`src/rtl/inst_d_pkg.sv`:
```
// Shared types for the decode stage: opcode encodings, decoded control
// bundle and the dest/write-enable tracker entry.
package inst_d_pkg;

  localparam int XLEN = 32;
  localparam int RAW  = 5;

  typedef enum logic [5:0] {
    OP_ADD  = 6'h00,
    OP_ADDI = 6'h01,
    OP_SUB  = 6'h02,
    OP_SUBI = 6'h03,
    OP_MUL  = 6'h04,
    OP_MULI = 6'h05,
    OP_OR   = 6'h06,
    OP_ORI  = 6'h07,
    OP_AND  = 6'h08,
    OP_ANDI = 6'h09,
    OP_XOR  = 6'h0A,
    OP_XORI = 6'h0B,
    OP_LDW  = 6'h0C,
    OP_STW  = 6'h0D,
    OP_BZ   = 6'h0E,
    OP_BEQ  = 6'h0F,
    OP_JR   = 6'h10,
    OP_HALT = 6'h11
  } opcode_e;

  typedef struct packed {
    logic is_load;
    logic is_store;
    logic is_branch;
    logic is_halt;
    logic writes;
    logic dest_is_rt;
    logic reads_rs;
    logic reads_rt;
  } id_ctrl_t;

  typedef struct packed {
    logic [RAW-1:0] dest;
    logic           we;
  } dest_ent_t;

endpackage

```
`src/rtl/inst_d_decoder.sv`:
```
// inst_decoder: purely combinational opcode -> control decode.
// Ports:
//   opcode_i  in  6   instruction opcode field
//   ctrl_o    out     decoded control bundle (all zero for unknown opcodes)
module inst_decoder
  import inst_d_pkg::*;
(
  input  logic [5:0] opcode_i,
  output id_ctrl_t   ctrl_o
);

  always_comb begin
    ctrl_o = '0;
    case (opcode_e'(opcode_i))
      OP_ADD, OP_SUB, OP_MUL, OP_OR, OP_AND, OP_XOR: begin
        ctrl_o.writes   = 1'b1;
        ctrl_o.reads_rs = 1'b1;
        ctrl_o.reads_rt = 1'b1;
      end
      OP_ADDI, OP_SUBI, OP_MULI, OP_ORI, OP_ANDI, OP_XORI: begin
        ctrl_o.writes     = 1'b1;
        ctrl_o.dest_is_rt = 1'b1;
        ctrl_o.reads_rs   = 1'b1;
      end
      OP_LDW: begin
        ctrl_o.is_load    = 1'b1;
        ctrl_o.writes     = 1'b1;
        ctrl_o.dest_is_rt = 1'b1;
        ctrl_o.reads_rs   = 1'b1;
      end
      OP_STW: begin
        ctrl_o.is_store = 1'b1;
        ctrl_o.reads_rs = 1'b1;
        ctrl_o.reads_rt = 1'b1;
      end
      OP_BZ, OP_JR: begin
        ctrl_o.is_branch = 1'b1;
        ctrl_o.reads_rs  = 1'b1;
      end
      OP_BEQ: begin
        ctrl_o.is_branch = 1'b1;
        ctrl_o.reads_rs  = 1'b1;
        ctrl_o.reads_rt  = 1'b1;
      end
      OP_HALT: ctrl_o.is_halt = 1'b1;
      default: ctrl_o = '0;
    endcase
  end

endmodule

```
`src/rtl/inst_d.sv`:
```
// inst_d: decode stage. Holds the IF/ID register, decodes it for EX, tracks
// destination/write-enable of the instructions in EX and MEM, and raises
// stall on a read-after-write collision (no forwarding).
// Ports:
//   clk, rst (async, active-low)
//   if_instruction/if_pc        fetch instruction and its PC
//   ex_flush                    squash IF/ID, bubble into EX
//   id_* / rs_f_id..rd_f_id     decode of the IF/ID register
//   ex_dest/mem_dest + reg_write_f_*   hazard tracker feedback
//   stall                       hold IF/ID, bubble into EX
//   halted                      sticky once HALT leaves decode
module inst_d
  import inst_d_pkg::*;
(
  input  logic            clk,
  input  logic            rst,
  input  logic [XLEN-1:0] if_instruction,
  input  logic [XLEN-1:0] if_pc,
  input  logic            ex_flush,
  output logic            id_valid,
  output logic [XLEN-1:0] id_pc,
  output logic [5:0]      id_opcode,
  output logic [XLEN-1:0] id_imm,
  output logic [RAW-1:0]  rs_f_id,
  output logic [RAW-1:0]  rt_f_id,
  output logic [RAW-1:0]  rd_f_id,
  output logic [RAW-1:0]  id_dest,
  output logic            reg_write_f_id,
  output logic [RAW-1:0]  ex_dest,
  output logic            reg_write_f_ex,
  output logic [RAW-1:0]  mem_dest,
  output logic            reg_write_f_mem,
  output logic            id_is_load,
  output logic            id_is_store,
  output logic            id_is_branch,
  output logic            stall,
  output logic            halted
);

  logic            valid_q, valid_d;
  logic [XLEN-1:0] instr_q, instr_d;
  logic [XLEN-1:0] pc_q, pc_d;
  logic            halted_q, halted_d;
  dest_ent_t       ex_q, ex_d;
  dest_ent_t       mem_q;

  id_ctrl_t        ctrl_raw, ctrl;
  dest_ent_t       id_ent;
  logic            hit_rs, hit_rt, halt_seen;

  inst_decoder u_dec (
    .opcode_i (instr_q[31:26]),
    .ctrl_o   (ctrl_raw)
  );

  // Decode outputs; bubbles hold an all-zero instruction, control is gated anyway.
  always_comb begin
    ctrl           = valid_q ? ctrl_raw : '0;
    id_valid       = valid_q;
    id_pc          = pc_q;
    id_opcode      = valid_q ? instr_q[31:26] : '0;
    id_imm         = {{(XLEN-16){instr_q[15]}}, instr_q[15:0]};
    rs_f_id        = instr_q[25:21];
    rt_f_id        = instr_q[20:16];
    rd_f_id        = instr_q[15:11];
    id_dest        = ctrl_raw.dest_is_rt ? instr_q[20:16] : instr_q[15:11];
    reg_write_f_id = ctrl.writes & (id_dest != '0);
    id_is_load     = ctrl.is_load;
    id_is_store    = ctrl.is_store;
    id_is_branch   = ctrl.is_branch;
    ex_dest        = ex_q.dest;
    reg_write_f_ex = ex_q.we;
    mem_dest       = mem_q.dest;
    reg_write_f_mem = mem_q.we;
    halted         = halted_q;
    id_ent.dest    = reg_write_f_id ? id_dest : '0;
    id_ent.we      = reg_write_f_id;
  end

  always_comb begin
    hit_rs = ctrl.reads_rs & (rs_f_id != '0) &
             ((ex_q.we & (rs_f_id == ex_q.dest)) | (mem_q.we & (rs_f_id == mem_q.dest)));
    hit_rt = ctrl.reads_rt & (rt_f_id != '0) &
             ((ex_q.we & (rt_f_id == ex_q.dest)) | (mem_q.we & (rt_f_id == mem_q.dest)));
    stall  = valid_q & ~halted_q & (hit_rs | hit_rt);
  end

  // A HALT sitting in IF/ID closes decode on the same edge that sets halted,
  // so the instruction fetched behind it never becomes valid.
  always_comb begin
    halt_seen = ctrl.is_halt;
    halted_d  = halted_q | (halt_seen & ~ex_flush);
    valid_d   = valid_q;
    instr_d   = instr_q;
    pc_d      = pc_q;
    ex_d      = '0;
    if (ex_flush) begin
      valid_d = 1'b0;
      instr_d = '0;
      pc_d    = '0;
    end else if (stall) begin
      ex_d = '0;
    end else if (halted_q | halt_seen) begin
      valid_d = 1'b0;
      instr_d = '0;
      pc_d    = '0;
      ex_d    = halted_q ? '0 : id_ent;
    end else begin
      valid_d = 1'b1;
      instr_d = if_instruction;
      pc_d    = if_pc;
      ex_d    = id_ent;
    end
  end

  always_ff @(posedge clk or negedge rst) begin
    if (!rst) begin
      valid_q  <= 1'b0;
      instr_q  <= '0;
      pc_q     <= '0;
      halted_q <= 1'b0;
      ex_q     <= '0;
      mem_q    <= '0;
    end else begin
      valid_q  <= valid_d;
      instr_q  <= instr_d;
      pc_q     <= pc_d;
      halted_q <= halted_d;
      ex_q     <= ex_d;
      mem_q    <= ex_q;
    end
  end

endmodule
```
`config.mk`:
```
export PLATFORM = sky130hd
export DESIGN_NAME = inst_d
export DESIGN_NICKNAME = d
export VERILOG_FILES = /design/src/rtl/inst_d_pkg.sv /design/src/rtl/inst_d_decoder.sv /design/src/rtl/inst_d.sv
export SDC_FILE = /design/constraint.sdc
export NUM_CORES = 1
export LEC_CHECK = 0
export CAP_MARGIN = 20
export CORE_ASPECT_RATIO = 1.4
export CORE_MARGIN = 2
export CORE_UTILIZATION = 40
export DETAILED_ROUTE_END_ITERATION = 16
export GPL_TIMING_DRIVEN = 0
export HOLD_SLACK_MARGIN = 0.12
export PLACE_DENSITY = 0.76
export SYNTH_ARGS = -nofsm -noshare
export SYNTH_HDL_FRONTEND = slang
export SYNTH_SLANG_ARGS = --single-unit
```
`constraint.sdc`:
```
create_clock -name clk -period 2.6 [get_ports clk]
set_input_delay 0.52 -clock clk [delete_from_list [all_inputs] [get_ports clk]]
set_output_delay 0.52 -clock clk [all_outputs]
set_load 0.01 [all_outputs]
```
==> results of run 1 <==
power breakdown:
group / leakage [nW] / internal [mW] / switching (mW)
Sequential: 1.04 / 1.26 / 0.0418
Clock: 0.161 / 0.884 / 0.468
Combinational: 1.66 / 0.322 / 0.202
Total: 2.86 / 2.46 / 0.711
stage by stage:
step                      instances  instance area, um^2
final                           776                 7059
after global placement          740                 6497
after CTS                       765                 6963
after floorplan                 421                 4566
after global routing            776                 7059
after detailed placement        741                 6523
kinds of logic after synthesis:
logic type	count (synthesis)	share of synthesized area (%)
buffers and inverters	69	13.51
xor gates and xnor gates	20	3.837
AOI/OAI and AO/OA	13	2.028
DFF	78	42.75
and+or+nand+nor	173	22.83
muxes	68	15.05
worst register-to-register path, stage by stage (launching register included):
cell	delay [ns]
sky130_fd_sc_hd__dfrtp_2	0.41
sky130_fd_sc_hd__or4_1	0.54
sky130_fd_sc_hd__o21ai_1	0.18
sky130_fd_sc_hd__nor3_1	0.07
sky130_fd_sc_hd__a22o_2	0.28
sky130_fd_sc_hd__buf_4	0.22
sky130_fd_sc_hd__buf_12	0.18
sky130_fd_sc_hd__mux2i_1	0.18
flip-flops by register name, indices dropped and copies added (netlist names):
name and flops:
id_pc 32, instr_q 32, ex_dest 5, mem_dest 5, halted 1, id_valid 1
reg_write_f_ex 1, reg_write_f_mem 1
path summary, 6_finish.rpt:
path	depth (start not counted)	startpoint	slack (ns)	endpoint
setup / recovery	6	instr_q[22]	-0.005	stall
hold / removal	0	reg_write_f_ex	0.46	reg_write_f_mem
setup reg to reg	7	instr_q[22]	0.46	id_pc[11]
hold reg to reg	0	reg_write_f_ex	0.46	reg_write_f_mem
max in group asynchronous	3	rst	1.36	instr_q[18]
min in group asynchronous	2	rst	0.65	instr_q[25]
cells in the mapped netlist, types with 2 or more instances:
| library cell | number | share of area [%] |
|---|---|---|
| sky130_fd_sc_hd__and2_1 | 6 | 0.82 |
| sky130_fd_sc_hd__dfrtp_1 | 78 | 43 |
| sky130_fd_sc_hd__nand2_1 | 70 | 5.8 |
| sky130_fd_sc_hd__o22ai_1 | 2 | 0.27 |
| sky130_fd_sc_hd__clkbuf_1 | 5 | 0.41 |
| sky130_fd_sc_hd__clkbuf_8 | 2 | 0.60 |
| sky130_fd_sc_hd__xnor2_1 | 20 | 3.8 |
| sky130_fd_sc_hd__buf_4 | 48 | 7.9 |
| sky130_fd_sc_hd__nand4_1 | 4 | 0.55 |
| sky130_fd_sc_hd__nor2_1 | 9 | 0.74 |
| sky130_fd_sc_hd__or2b_1 | 5 | 0.82 |
| sky130_fd_sc_hd__buf_6 | 2 | 0.49 |
| sky130_fd_sc_hd__dlygate4sd1_1 | 2 | 0.38 |
| sky130_fd_sc_hd__or2b_2 | 43 | 8.2 |
| sky130_fd_sc_hd__mux2i_1 | 63 | 14 |
| sky130_fd_sc_hd__mux2_2 | 5 | 1.2 |
| sky130_fd_sc_hd__nand2b_1 | 16 | 2.2 |
| sky130_fd_sc_hd__buf_12 | 7 | 3.1 |
| sky130_fd_sc_hd__dlymetal6s2s_1 | 2 | 0.55 |
| sky130_fd_sc_hd__nor3b_2 | 5 | 1.4 |
| sky130_fd_sc_hd__nor3_1 | 2 | 0.22 |
| sky130_fd_sc_hd__o21ai_0 | 2 | 0.22 |
| sky130_fd_sc_hd__or3_1 | 2 | 0.27 |
| sky130_fd_sc_hd__or4_1 | 3 | 0.49 |
layout by cell type, fill, tap and decap left out, types with 3 or more instances in the layout:
master and n:
sky130_fd_sc_hd__and2_1 6, sky130_fd_sc_hd__buf_12 8, sky130_fd_sc_hd__buf_4 67, sky130_fd_sc_hd__buf_6 3, sky130_fd_sc_hd__clkbuf_1 5, sky130_fd_sc_hd__clkbuf_16 9
sky130_fd_sc_hd__clkbuf_8 4, sky130_fd_sc_hd__clkdlybuf4s15_1 4, sky130_fd_sc_hd__clkdlybuf4s50_1 167, sky130_fd_sc_hd__dfrtp_1 67, sky130_fd_sc_hd__dfrtp_2 11, sky130_fd_sc_hd__mux2_2 5
sky130_fd_sc_hd__mux2i_1 63, sky130_fd_sc_hd__nand2_1 70, sky130_fd_sc_hd__nand2b_1 16, sky130_fd_sc_hd__nand4_1 4, sky130_fd_sc_hd__nor2_1 9, sky130_fd_sc_hd__nor3b_2 6
sky130_fd_sc_hd__or2b_1 5, sky130_fd_sc_hd__or2b_2 43, sky130_fd_sc_hd__xnor2_1 20
routing by layer:
layer	vias to the layer above	wire [um]	global-route usage [%]
met5	-	0	0
met4	0	238	7.673
met3	18	764	4.530
met2	124	6471	35.67
met1	1766	4711	23.38
li1	1746	-	-
layout make-up:
| class | count | share of cell area (%) |
|---|---|---|
| clock inverter | 4 | 0.9926 |
| sequential | 78 | 27.84 |
| buffer | 68 | 8.579 |
| clock buffer | 11 | 3.580 |
| timing repair buffer | 197 | 27.60 |
| multi-input combinational | 274 | 28.85 |
| tap | 144 | 2.552 |
what timing repair did:
action | CTS | global route
hold buffers | 1 | 0
endpoints found under the hold margin | 24 | 0
gates resized for setup | 29 | 12
endpoints found under the setup margin | 7 | 8
pin swaps | 4 | 6
setup buffers | 8 | 12
==> metrics.json, run 1 <==
{
  "worst_setup_path": {
    "crit_path_top_delay_cell": "sky130_fd_sc_hd__or4_1",
    "path_cells": "or4_1 > o21ai_1 > nor3_1 > a22o_2 > buf_12 > buf_6",
    "start_kind": "flip-flop",
    "crit_path_end_kind": "primary output",
    "worst_ep_required_time_ns": 2.08,
    "cp_max_fo": 10,
    "crit_family": "simple AND/OR/NAND/NOR gates",
    "cp.arrival_ns": 2.08,
    "cp.buffers_inverters": 2,
    "critical_path.max_stage_delay_ns": 0.54,
    "crit_type": "flip-flop to primary output"
  },
  "cts": {
    "cts_tree": "yes",
    "ctsLongestPathBuffers": 2,
    "skew_pair_late_insertion_delay_ns": 0.33,
    "clk_root_buffer_cell": "sky130_fd_sc_hd__clkbuf_16",
    "cts.sinks": 78,
    "cts_inserted_buffers": 9,
    "ctsHtreeMaxLevel": 3,
    "cts.clk_slew.worst_paths_ns": 0.06
  },
  "sta": {
    "timing_worst_slew_pin_value_ns": 0.4585,
    "clock-skew-final_ns": 0.003679,
    "slew_headroom_pct": 69.44,
    "timing.setup.tns_ns": -0.004622,
    "finalCritPeriodShare_pct": 100.2,
    "max_clock_freq_mhz": 383.9,
    "postLayoutSetupSlackWorst_ns": -0.004622,
    "min_period_ns": 2.605,
    "setup-violations-final": 1,
    "timing.final.max_slew_violations": 0,
    "hold_ws_ns": 0.4601,
    "final_hold_viol_count": 0,
    "grt_setup_unrepaired": "true"
  },
  "yosys": {
    "synth_ff_type": "sky130_fd_sc_hd__dfrtp_1",
    "synthArstFlopShare_pct": 100.0,
    "synth-edff-count": 0,
    "sequential_to_total_area_share_from_yosys_stat_pct": 42.75,
    "ys_warn_count": 0,
    "yosys.cell_types.count": 42,
    "synthesis.area_per_instance_um2": 10.84,
    "ys_ff_latch": 78,
    "syn-instance-count": 421,
    "synthesis.area_um2": 4566,
    "synth_fp_nets": 488
  },
  "placed_design": {
    "place.detailed.hpwl_mm": 8.868,
    "gp_routability_congestion": 0.8142,
    "preCtsSetupSlack_ns": -0.2032,
    "place.port_buffers": 175
  },
  "routing": {
    "avgRoutedWirePerCell_um": 15.70,
    "drc": 0,
    "route.final.wire_length_mm": 12.19,
    "dr.first_iter.drc_count": 88,
    "vias": 3654,
    "drt.antenna.violating_nets": 0,
    "routed_via_density": 4.709,
    "drt_first_pass_iters": 4
  },
  "power_and_ir_drop": {
    "cellPowerDensity_nw_per_um2": 449.7,
    "max-vdd-ir-drop_uv": 320.1,
    "leakage_nw": 2.862,
    "finalPower_mw": 3.175
  },
  "floorplan": {
    "core_area_um2": 11220,
    "std_cell_rows": 46,
    "start_util_pct": 40.68,
    "dieWidth_um": 94.30,
    "die_height_um": 130.4,
    "dieArea_um2": 12300,
    "boundaryPins": 176
  },
  "final_layout": {
    "layout-drive-gt1-share_pct": 27.37,
    "fill_cells": 945,
    "multi_input_combinational_cell_area_um2": 2037,
    "seq_area_um2": 1966,
    "final_util_pct": 62.90,
    "syn_to_final_growth_pct": 54.62,
    "num-nets-final": 695,
    "antenna-diode-count": 0
  },
  "run_status": {
    "violations": "negative setup slack",
    "status": "finished with violations"
  },
  "global_route": {
    "grt_antenna_before_repair": 0,
    "global_route.overflow_total": 0,
    "grt_use_total_pct": 20.02,
    "grt_pass1_wl_mm": 19.17,
    "vias_in_the_first_global_route": 3793,
    "maximum_number_of_pins_on_one_net_before_global_route_repair": 55
  },
  "hold_path": {
    "hold_class": "flip-flop to flip-flop"
  },
  "job": {
    "max_cap_viol_count": 0
  }
}
No activity file was read; power rests on OpenSTA's default activity.
==> run 2: changes to the inputs <==
--- a/config.mk
+++ b/config.mk
@@ -7,7 +7,7 @@
 export LEC_CHECK = 0
 export CAP_MARGIN = 20
 export CORE_ASPECT_RATIO = 1.4
-export CORE_MARGIN = 2
+export CORE_MARGIN = 1.5
 export CORE_UTILIZATION = 40
 export DETAILED_ROUTE_END_ITERATION = 16
 export GPL_TIMING_DRIVEN = 0
==> run 2 against run 1 <==
Effect of this change:
- the run still ends with negative setup slack left
- sequential power about the same
- core utilization down 0.056 points
- combinational power down 2%
- clock-buffer cell count unchanged
- setup slack worse by 0.042 ns
- cell area about the same
- sequential share of layout area about the same
- hold slack worse by 0.016 ns
- via count down 0.85%
- routed wire length down 3.3%
- clock skew up 0.0034 ns
- non-clock buffer count down 1
- largest power group unchanged
==> metrics.json, run 2 (synthesis results as in run 1) <==
{
  "worst_setup_path": {
    "crit_path_end_kind": "primary output",
    "crit_type": "flip-flop to primary output",
    "cp.arrival_ns": 2.13,
    "timing.reg2reg.setup_slack_ns": 0.41,
    "rr_endpoint": "instr_q[10]",
    "cp_max_fo": 10,
    "start_kind": "flip-flop",
    "worst_ep_required_time_ns": 2.08,
    "reg2reg_start": "instr_q[29]",
    "reg2regPathDepth": 9
  },
  "power_and_ir_drop": {
    "leakage_nw": 2.871,
    "max-vdd-ir-drop_uv": 375.4,
    "cellPowerDensity_nw_per_um2": 449.5
  },
  "final_layout": {
    "layout-drive-gt1-share_pct": 26.94,
    "final_util_pct": 62.84,
    "antenna-diode-count": 0,
    "syn_to_final_growth_pct": 54.48,
    "num-nets-final": 694,
    "mostFrequentLayoutCell": "sky130_fd_sc_hd__clkdlybuf4s50_1",
    "layout.cells.most_common_list": "167 x sky130_fd_sc_hd__clkdlybuf4s50_1, 70 x sky130_fd_sc_hd__nand2_1, 67 x sky130_fd_sc_hd__dfrtp_1"
  },
  "sta": {
    "min_period_ns": 2.646,
    "grt_setup_unrepaired": "true",
    "postLayoutSetupSlackWorst_ns": -0.04613,
    "timing_worst_slew_pin_value_ns": 0.4722,
    "slew_headroom_pct": 68.52,
    "timing.final.max_slew_violations": 0,
    "setup-violations-final": 1,
    "hold_ws_ns": 0.4443,
    "final_hold_viol_count": 0,
    "clock-skew-final_ns": 0.007119,
    "finalCritPeriodShare_pct": 101.8,
    "max_clock_freq_mhz": 377.9
  },
  "routing": {
    "wirelength_met1_mm": 4.543,
    "drc": 0,
    "drt.antenna.violating_nets": 0,
    "avgRoutedWirePerCell_um": 15.21,
    "dr.first_iter.drc_count": 116,
    "route.final.wire_length_mm": 11.79,
    "route.met3.wl_um": 668,
    "routed_via_density": 4.675,
    "vias": 3623,
    "drt_first_pass_iters": 4,
    "topRoutingLayerUsed": "met4",
    "routed-wl-met2_mm": 6.168
  },
  "cts": {
    "cts_inserted_buffers": 9,
    "cts_tree": "yes",
    "clk_root_buffer_cell": "sky130_fd_sc_hd__clkbuf_16",
    "cts.clk_slew.worst_paths_ns": 0.06,
    "ctsHtreeMaxLevel": 3,
    "cts.sinks": 78,
    "skew_pair_late_insertion_delay_ns": 0.34,
    "ctsLongestPathBuffers": 2
  },
  "job": {
    "max_cap_viol_count": 0
  },
  "hold_path": {
    "worst_hold_startpoint": "reg_write_f_ex",
    "hold_end": "reg_write_f_mem",
    "hold_class": "flip-flop to flip-flop",
    "hold_depth": 0
  },
  "global_route": {
    "maximum_number_of_pins_on_one_net_before_global_route_repair": 57,
    "vias_in_the_first_global_route": 3853,
    "grt_pass1_wl_mm": 18.86,
    "grt_antenna_before_repair": 0,
    "global_route.overflow_total": 0,
    "grt_use_total_pct": 20.19
  },
  "floorplan": {
    "start_util_pct": 40.68,
    "std_cell_rows": 46,
    "boundaryPins": 176,
    "die_height_um": 129.4,
    "dieWidth_um": 93.30,
    "core_area_um2": 11220,
    "dieArea_um2": 12070
  },
  "placed_design": {
    "place.detailed.hpwl_mm": 8.606,
    "place.port_buffers": 175,
    "gp_routability_congestion": 0.8295
  },
  "run_status": {
    "violations": "negative setup slack",
    "status": "finished with violations"
  }
}
run 2: power breakdown:
part           internal (mW)  switching, mW
Combinational          0.318          0.196
Sequential              1.26         0.0396
Clock                  0.884          0.474
run 2: worst max-delay path by stage:
stage	startpoint	end	slack [ns]	cells past startpoint
final	instr_q[24]	stall	-0.05	7
after global routing	instr_q[23]	stall	-0.11	7
after CTS	instr_q[18]	stall	-0.16	7
after detailed placement	instr_q[18]	stall	-0.15	7
after global placement	rst	id_pc[26]	-1.76	1
after floorplan	instr_q[22]	stall	0.48	6
run 2: per-stage QoR:
step | setup slack (ns) | instances | power [mW] | instance area, um^2 | setup TNS (ns)
floorplan | 0.4753 | 421 | 1.521 | 4566 | 0
global placement | -1.756 | 740 | 1.802 | 6497 | -136.69
detailed placement | -0.1539 | 741 | 1.816 | 6523 | -0.1539
CTS | -0.1625 | 770 | 3.208 | 7002 | -0.1774
global route | -0.1121 | 775 | 3.296 | 7053 | -0.1489
finish | -0.04613 | 775 | 3.170 | 7053 | -0.04613
run 2: area by class of cell:
class | instances | area, um^2
Buffer | 69 | 625.6
Clock buffer | 11 | 252.7
Clock inverter | 4 | 70.07
Fill cell | 937 | 4170
Multi-Input combinational cell | 274 | 2028
Sequential cell | 78 | 1966
Tap cell | 144 | 180.2
Timing Repair Buffer | 195 | 1931
run 2: repair_timing:
action,4_1_cts,5_1_grt
endpoints found under the setup margin,7,8
setup buffers,13,5
endpoints found under the hold margin,22,0
resized for setup,26,5
hold buffers,1,0
pin swaps,3,6
run 2: worst max-delay path, cell delays in order, from the launching register on:
cell,delay [ns]
sky130_fd_sc_hd__dfrtp_2,0.40
sky130_fd_sc_hd__or4_1,0.52
sky130_fd_sc_hd__o21ai_1,0.15
sky130_fd_sc_hd__nor3_1,0.06
sky130_fd_sc_hd__a22o_1,0.27
sky130_fd_sc_hd__buf_12,0.13
sky130_fd_sc_hd__buf_12,0.14
sky130_fd_sc_hd__buf_6,0.12
run 2: metal layers:
| layer | vias up | track usage (%) |
|---|---|---|
| met1 | 1734 | 22.78 |
| met2 | 122 | 35.42 |
| met3 | 25 | 4.049 |
| met5 | - | 0 |
| met4 | 0 | 10.96 |
| li1 | 1742 | - |
==> run 3: changes to the inputs <==
--- a/config.mk
+++ b/config.mk
@@ -13,6 +13,7 @@
 export GPL_TIMING_DRIVEN = 0
 export HOLD_SLACK_MARGIN = 0.12
 export PLACE_DENSITY = 0.76
+export SETUP_SLACK_MARGIN = 0.15
 export SYNTH_ARGS = -nofsm -noshare
 export SYNTH_HDL_FRONTEND = slang
 export SYNTH_SLANG_ARGS = --single-unit
==> run 3 against run 2 <==
Effect of this change:
- fmax up 1.6%
- non-clock buffer count up 7
- the run still ends with negative setup slack left
- highest routed layer unchanged
- setup slack better by 0.042 ns
- combinational power up 4.1%
- first-iteration DRC count up 23%
- global-route usage up 0.32 points
- clock-buffer cell count unchanged
- critical path depth unchanged
- largest power group unchanged
==> metrics.json, run 3 (synthesis results as in run 1) <==
{
  "power_and_ir_drop": {
    "leakage_nw": 2.963,
    "net_switching_share_of_the_total_power_pct": 22.57,
    "share_seq_of_total_power_pct": 40.7,
    "internal_power_mw": 2.475,
    "max-vdd-ir-drop_uv": 375.4,
    "clock_power_share_pct": 42.6,
    "cellPowerDensity_nw_per_um2": 445.2,
    "finalPower_mw": 3.197,
    "power_switching_mw": 0.7214,
    "combinational_cell_fraction_of_total_power_pct": 16.8
  },
  "floorplan": {
    "dieWidth_um": 93.30,
    "start_util_pct": 40.68,
    "boundaryPins": 176,
    "std_cell_rows": 46,
    "core_area_um2": 11220,
    "dieArea_um2": 12070,
    "die_height_um": 129.4
  },
  "routing": {
    "drc": 0,
    "avgRoutedWirePerCell_um": 15.36,
    "route.final.wire_length_mm": 12.01,
    "drt.antenna.violating_nets": 0,
    "drt_first_pass_iters": 4,
    "vias": 3676,
    "dr.first_iter.drc_count": 143,
    "routed_via_density": 4.701
  },
  "global_route": {
    "grt_antenna_before_repair": 0,
    "grt_pass1_wl_mm": 19.14,
    "global_route.overflow_total": 0,
    "vias_in_the_first_global_route": 3906,
    "grt_use_total_pct": 20.51,
    "maximum_number_of_pins_on_one_net_before_global_route_repair": 57
  },
  "placed_design": {
    "gp_routability_congestion": 0.8295,
    "place.detailed.hpwl_mm": 8.606,
    "placed_area_um2": 6523,
    "place.port_buffers": 175,
    "preCtsSetupSlack_ns": -0.1539
  },
  "worst_setup_path": {
    "cp.buffers_inverters": 3,
    "crit_family": "simple AND/OR/NAND/NOR gates",
    "path_cells": "or4_4 > nor2_4 > nor4_2 > a22o_1 > buf_12 > buf_12 > buf_6",
    "start_kind": "flip-flop",
    "cp_max_fo": 2,
    "crit_path_end_kind": "primary output",
    "crit_type": "flip-flop to primary output",
    "critical_path.max_stage_delay_ns": 0.56,
    "worst_ep_required_time_ns": 2.08,
    "cp_common_cell": "sky130_fd_sc_hd__buf_12",
    "cp.arrival_ns": 2.08,
    "crit_path_top_delay_cell": "sky130_fd_sc_hd__or4_4"
  },
  "sta": {
    "timing.final.max_slew_violations": 0,
    "min_period_ns": 2.604,
    "timing_worst_slew_pin_value_ns": 0.4496,
    "clock-skew-final_ns": 0.006831,
    "finalCritPeriodShare_pct": 100.2,
    "postLayoutSetupSlackWorst_ns": -0.004384,
    "setup-violations-final": 1,
    "final_hold_viol_count": 0,
    "grt_setup_unrepaired": "true",
    "slew_headroom_pct": 70.03,
    "hold_ws_ns": 0.4719,
    "timing.setup.tns_ns": -0.004384,
    "max_clock_freq_mhz": 384.0
  },
  "cts": {
    "skew_pair_late_insertion_delay_ns": 0.34,
    "cts.sinks": 78,
    "ctsLongestPathBuffers": 2,
    "clk_root_buffer_cell": "sky130_fd_sc_hd__clkbuf_16",
    "cts_tree": "yes",
    "cts_inserted_buffers": 9,
    "ctsHtreeMaxLevel": 3,
    "cts.clk_slew.worst_paths_ns": 0.06
  },
  "run_status": {
    "status": "finished with violations",
    "violations": "negative setup slack"
  },
  "final_layout": {
    "post-route-cell-area_um2": 7181,
    "layout.cells.most_common_list": "164 x sky130_fd_sc_hd__clkdlybuf4s50_1, 70 x sky130_fd_sc_hd__nand2_1, 69 x sky130_fd_sc_hd__buf_4",
    "multi_input_combinational_cell_area_um2": 2082,
    "antenna-diode-count": 0,
    "num-nets-final": 701,
    "mostFrequentLayoutCell": "sky130_fd_sc_hd__clkdlybuf4s50_1",
    "fill_cells": 905,
    "seq_area_um2": 1966,
    "layout-drive-gt1-share_pct": 29.15,
    "syn_to_final_growth_pct": 57.28
  },
  "job": {
    "max_cap_viol_count": 0
  },
  "hold_path": {
    "hold_class": "flip-flop to flip-flop"
  }
}
==> run 3: power groups by stage <==
stage                     logic (mW)  registers, mW  clock network [mW]
final                          0.536           1.30                1.36
after floorplan                0.199           1.32                   0
after global placement         0.480           1.32                   0
after detailed placement       0.493           1.32                   0
after CTS                      0.526           1.30                1.39
after global routing           0.582           1.31                1.43
==> run 3: per-layer routing <==
layer | GRT usage (%) | vias up | part of all wire (%)
met5 | 0 | - | 0
met4 | 11.41 | 0 | 3.8
met3 | 4.108 | 28 | 5.8
met2 | 35.93 | 123 | 52
met1 | 23.08 | 1770 | 38
li1 | - | 1755 | -
==> run 3: area by class of cell <==
cell class              instances  share of cell area [%]
clock inverters                 4                  0.9758
plain buffers                  69                   8.712
flip-flops and latches         78                   27.37
repair buffers                202                   27.91
clock buffers                  11                   3.520
multi-input cells             274                   28.99
well taps                     144                   2.509
==> run 3: final timing paths <==
check	to	depth (start not counted)	startpoint	slack (ns)
min	mem_dest[0]	0	ex_dest[0]	0.47
max in group asynchronous	instr_q[18]	3	rst	1.36
max	stall	7	instr_q[18]	-0.004
min reg2reg	mem_dest[0]	0	ex_dest[0]	0.47
min in group asynchronous	instr_q[25]	2	rst	0.63
max reg2reg	id_pc[24]	8	instr_q[31]	0.37
==> run 3: repair_timing <==
| item | CTS | global route |
|---|---|---|
| hold buffers | 1 | 0 |
| gates resized for setup | 58 | 14 |
| pin swaps | 6 | 4 |
| endpoints found under the setup margin | 9 | 8 |
| buffers inserted | 17 | 8 |
| endpoints found under the hold margin | 22 | 0 |
==> run 3: metrics by stage <==
| step | cells | util (%) |
|---|---|---|
| final | 782 | 63.98 |
| after global routing | 782 | 63.98 |
| after CTS | 774 | 62.91 |
| after detailed placement | 741 | 58.12 |
| after global placement | 740 | 57.89 |
| after floorplan | 421 | - |
